$ cat src/rtl/fetch_pkg.sv
// Core-wide fetch types and constants.
// PC width, reset PC, fetch entry bundle, NOP encoding.
package fetch_pkg;

  localparam int PC_W = 32;

  localparam logic [PC_W-1:0] RESET_PC = 32'h0000_0000;

  localparam logic [31:0] NOP_INST = 32'h0000_0013;

  typedef struct packed {
    logic [PC_W-1:0] pc;
    logic [31:0]     inst;
  } fetch_entry_t;

endpackage

$ cat src/rtl/fetch_fifo.sv
// DEPTH-entry synchronous FIFO of fetch entries.
// Ports: push, pop, flush, wr_data, rd_data, full, empty.
module fetch_fifo
  import fetch_pkg::*;
#(
  parameter int  DEPTH   = 2,
  parameter type entry_t = fetch_entry_t
) (
  input  logic   clk,
  input  logic   rst_n,
  input  logic   push,
  input  logic   pop,
  input  logic   flush,
  input  entry_t wr_data,
  output entry_t rd_data,
  output logic   full,
  output logic   empty
);

  localparam int PW = (DEPTH > 1) ? $clog2(DEPTH) : 1;
  localparam int CW = PW + 1;

  localparam logic [CW-1:0] FULL_CNT = CW'(DEPTH);

  entry_t        mem [DEPTH];
  logic [PW-1:0] rd_ptr;
  logic [PW-1:0] wr_ptr;
  logic [CW-1:0] count;

  assign full  = (count == FULL_CNT);
  assign empty = (count == '0);

  // Head is forced to zero while empty so
  // the outputs are defined out of reset.
  assign rd_data = empty ? '0 : mem[rd_ptr];

  always_ff @(posedge clk) begin
    if (push) begin
      mem[wr_ptr] <= wr_data;
    end
  end

  always_ff @(posedge clk or negedge rst_n) begin
    if (!rst_n) begin
      rd_ptr <= '0;
      wr_ptr <= '0;
      count  <= '0;
    end else if (flush) begin
      rd_ptr <= '0;
      wr_ptr <= '0;
      count  <= '0;
    end else begin
      if (push) begin
        wr_ptr <= wr_ptr + PW'(1);
      end
      if (pop) begin
        rd_ptr <= rd_ptr + PW'(1);
      end
      count <= count + CW'(push) - CW'(pop);
    end
  end

endmodule

$ cat src/rtl/fetch_unit.sv
// Fetch stage: owns the PC, reads imem, buffers {pc, inst}.
// Ports: clk/rst_n, imem addr/inst, redirect, valid/ready head.
module fetch_unit
  import fetch_pkg::*;
#(
  parameter int ADDR_W = PC_W,
  parameter logic [ADDR_W-1:0] RESET_PC =
    ADDR_W'(fetch_pkg::RESET_PC),
  parameter int DEPTH = 2
) (
  input  logic              i_clk,
  input  logic              i_rst_n,
  output logic [ADDR_W-1:0] o_imem_addr,
  input  logic [31:0]       i_imem_inst,
  input  logic              i_redirect_valid,
  input  logic [ADDR_W-1:0] i_redirect_pc,
  output logic              o_valid,
  output logic [ADDR_W-1:0] o_pc,
  output logic [31:0]       o_inst,
  input  logic              i_ready
);

  typedef struct packed {
    logic [ADDR_W-1:0] pc;
    logic [31:0]       inst;
  } entry_t;

  logic [ADDR_W-1:0] pc;
  logic              full;
  logic              empty;
  logic              deq;
  logic              enq;
  entry_t            wr_entry;
  entry_t            head;
  logic              unused_lsb;

  assign unused_lsb = ^i_redirect_pc[1:0];

  assign o_valid = ~empty;
  assign deq     = o_valid & i_ready;
  // A pop this cycle frees a slot, so a full
  // FIFO still accepts a word without a bubble.
  assign enq     = (~full | deq) & ~i_redirect_valid;

  always_comb begin
    wr_entry      = '0;
    wr_entry.pc   = pc;
    wr_entry.inst = i_imem_inst;
  end

  always_ff @(posedge i_clk or negedge i_rst_n) begin
    if (!i_rst_n) begin
      pc <= RESET_PC;
    end else if (i_redirect_valid) begin
      pc <= {i_redirect_pc[ADDR_W-1:2], 2'b00};
    end else if (enq) begin
      pc <= pc + ADDR_W'(4);
    end
  end

  fetch_fifo #(
    .DEPTH   (DEPTH),
    .entry_t (entry_t)
  ) u_fifo (
    .clk     (i_clk),
    .rst_n   (i_rst_n),
    .push    (enq),
    .pop     (deq),
    .flush   (i_redirect_valid),
    .wr_data (wr_entry),
    .rd_data (head),
    .full    (full),
    .empty   (empty)
  );

  assign o_imem_addr = pc;
  assign o_pc        = head.pc;
  assign o_inst      = head.inst;

endmodule

$ cat config.mk
export PLATFORM = sky130hd
export DESIGN_NAME = fetch_unit
export DESIGN_NICKNAME = d
export VERILOG_FILES = /design/src/rtl/fetch_pkg.sv /design/src/rtl/fetch_fifo.sv /design/src/rtl/fetch_unit.sv
export SDC_FILE = /design/constraint.sdc
export NUM_CORES = 1
export LEC_CHECK = 0
export CORE_MARGIN = 2
export CORE_UTILIZATION = 53
export DETAILED_ROUTE_END_ITERATION = 16
export GPL_TIMING_DRIVEN = 0
export PLACE_DENSITY_LB_ADDON = 0.3
export REMOVE_ABC_BUFFERS = 1
export SLEW_MARGIN = 20
export SYNTH_ARGS = -nofsm -noshare
export SYNTH_HDL_FRONTEND = slang
export SYNTH_SLANG_ARGS = --single-unit
$ cat constraint.sdc
create_clock -name i_clk -period 11 [get_ports i_clk]
set_input_delay 2.2 -clock i_clk [delete_from_list [all_inputs] [get_ports i_clk]]
set_output_delay 2.2 -clock i_clk [all_outputs]
set_load 0.1 [all_outputs]
==> results.ini <==
[logic_synthesis]
ys_top_cells_by_count=edfxtp_1, nor2_1, mux2i_1
synthArstFlopShare_pct=21.5
synth_top_flop_cell=edfxtp_1
yosysTopAreaCell=edfxtp_1
ys_ff_latch=158
synth_cells=517
synth_top_area_share_pct=54.7
yosys.cell_types.count=47
synth_area_leaders=edfxtp_1, dfrtp_1, mux2i_1
synth_edf_count=124
yosysMostFrequentCell=edfxtp_1
synth.avg_cell_area_sq_um=13.2
ys_warn_count=0
netlist_area_sq_um=6800
yosysSeqAreaShare_pct=67.2

[routing]
drtAntennaViolNets=0
finalWirelength_um=16000
drc=0
firstDrtPassIters=5
wl_per_cell_um=18.4
drt-vias-per-instance=5.68
drtIter0Drc=456
num_vias=4921

[clocking]
cts_resized=0
clock_latency_ns=0.42
numCtsBuffers=17
cts_hold_buffers=0
clk_pin_slew_worst_paths_ns=0.06
clock_path_buffers=2
cts_setup_buffers=0
cts.sinks=158
cts_max_level=4
cts_tree=done
cts-root-buf=clkbuf_16

[floorplanning]
start_util_pct=54.1
die_area_sq_um=13800
die_y_um=117
rows=41
die_w_um=117
io_pins=165
core_area_sq_um=12600

[timing]
period_share_pct=46.2
fin_crit_ns=5.08
hold_ws_ns=0.559
timing.fmax_ghz=0.197
hold_viol=0
fin_ws_ns=5.92
slew_violations=0
setup_tns_ns=0
rsz0062_at_grt=false
tightestPinTransition_ns=1.04
slew_headroom_pct=30.7
final.setup_skew_ns=0.00571
setup_viol=0

[global_route]
antenna_found_initial=0
grt_overflow_total=0
grt_max_degree=43
grt_pass1_wl_um=24600
grtUsageTotal_pct=23.8
grt_pass1_vias=4823

[worst_setup_path]
worstPathMaxFanout=42
cp_num_buf_inv=2
slowest_delay_ns=1.17
path_cells=buf_16 -> mux2i_1 -> nor2_1 -> clkdlybuf4s50_1
startpoint=u_fifo.rd_ptr
worstPathArrival_ns=2.88
cpLargestDelayFamily=buffers and inverters
critPathCaptureType=primary output
cp_num_cells=4
cp.required_ns=8.80
r2r_start=u_fifo.count[0]
start_kind=flop
reg2reg_slack_ns=8.66
endpoint=o_pc[19]
slowest_stage=clkdlybuf4s50_1
ff2ff_path_depth=8
path_class=flop to primary output
worstReg2RegEnd=u_fifo.count[1]

[cells_and_area]
seqCellArea_sq_um=4580
drive_gt1_share_pct=7.63
n_fill_cell=851
finalNonFillerCells=867
diodes=0
syn_to_final_growth_pct=36.2
multi_input_area_sq_um=2100
fin_nets=753

[place]
gp_congestion=0.873
dpl_worst_slack_ns=6.36
placedCellCount=835
hpwl_um=10700
port_buffers=158

[worst_hold_path]
hold_class=flop to flop
min_from=o_imem_addr[31]

[power]
pwr_density_cell_nw_per_um2=307
power.leakage_nw=3.23
ir_drop_mv=0.258

[job]
drv_cap=0

[outcome]
status=complete, no violations

## power breakdown
| group | switching [mW] | total, mW | internal [mW] | leakage (nW) |
|---|---|---|---|---|
| registers | 0.0647 | 0.801 | 0.737 | 1.56 |
| logic | 1.12 | 1.47 | 0.345 | 1.39 |
| clock network | 0.225 | 0.579 | 0.353 | 0.275 |
| total | 1.41 | 2.85 | 1.43 | 3.23 |
## metrics by stage
step | total power, mW | area [sq um] | utilization (%)
after CTS | 2.86 | 9270 | 73.7
after detailed placement | 2.28 | 8680 | 69.1
final | 2.85 | 9270 | 73.7
after global placement | 2.27 | 8490 | 67.5
after floorplan | 1.92 | 6690 | -
after global routing | 2.94 | 9270 | 73.7
## registers in the layout (all words and copies together) (netlist names)
| signal | count |
|---|---|
| o_imem_addr | 30 |
| u_fifo.rd_ptr | 1 |
| u_fifo.mem | 124 |
| u_fifo.wr_ptr | 1 |
| u_fifo.count | 2 |
## per-layer routing
layer / routed length [um] / track usage [%] / vias up
met3: 1430 / 7.67 / 26
met5: 0 / 0 / -
met2: 7920 / 39.0 / 233
met4: 282 / 8.71 / 0
met1: 6340 / 29.9 / 2390
li1: - / - / 2272
## kinds of logic after synthesis
kind of cell	after synthesis	synth area share, %
AND/OR/NAND/NOR	195	14.2
multiplexers	63	9.27
adder cells (fa/ha/maj)	3	0.552
flip-flops	158	67.2
AO/OA/AOI/OAI	48	4.86
other	1	0.0551
XOR/XNOR	12	1.54
buffers and inverters	37	2.32
## cells in the final DEF (no fill, tap or decap), drive strengths merged, types with 4 or more instances in the layout
cell type,count
buf,15
edfxtp,124
mux2i,63
nor2b,5
clkbuf,19
inv,9
or4,7
and4,5
clkdlybuf4s50,156
xnor2,10
clkinv,7
nand3,20
dfrtp,34
nor3,7
nand4,19
nor2,85
conb,4
nor4,5
nand2,27
o31ai,8
o21ai,13
a31oi,8
and3,4
## cell type report
type	count	area share, %
inverters	9	0.365
well taps	172	2.32
repair buffers	171	19.0
flip-flops and latches	158	49.4
multi-input cells	325	22.7
clock inverters	13	1.59
clock buffers	19	4.67
## worst min-delay path by stage
| stage | depth (start not counted) | endpoint | slack, ns |
|---|---|---|---|
| floorplan | 2 | u_fifo.wr_ptr | 0.52 |
| global placement | 0 | u_fifo.mem[1][62] | 0.53 |
| detailed placement | 0 | u_fifo.mem[1][63] | 0.54 |
| CTS | 0 | u_fifo.mem[0][63] | 0.56 |
| global route | 0 | u_fifo.mem[0][63] | 0.60 |
| finish | 0 | u_fifo.mem[0][63] | 0.56 |
(Power assumes the default switching activity.)
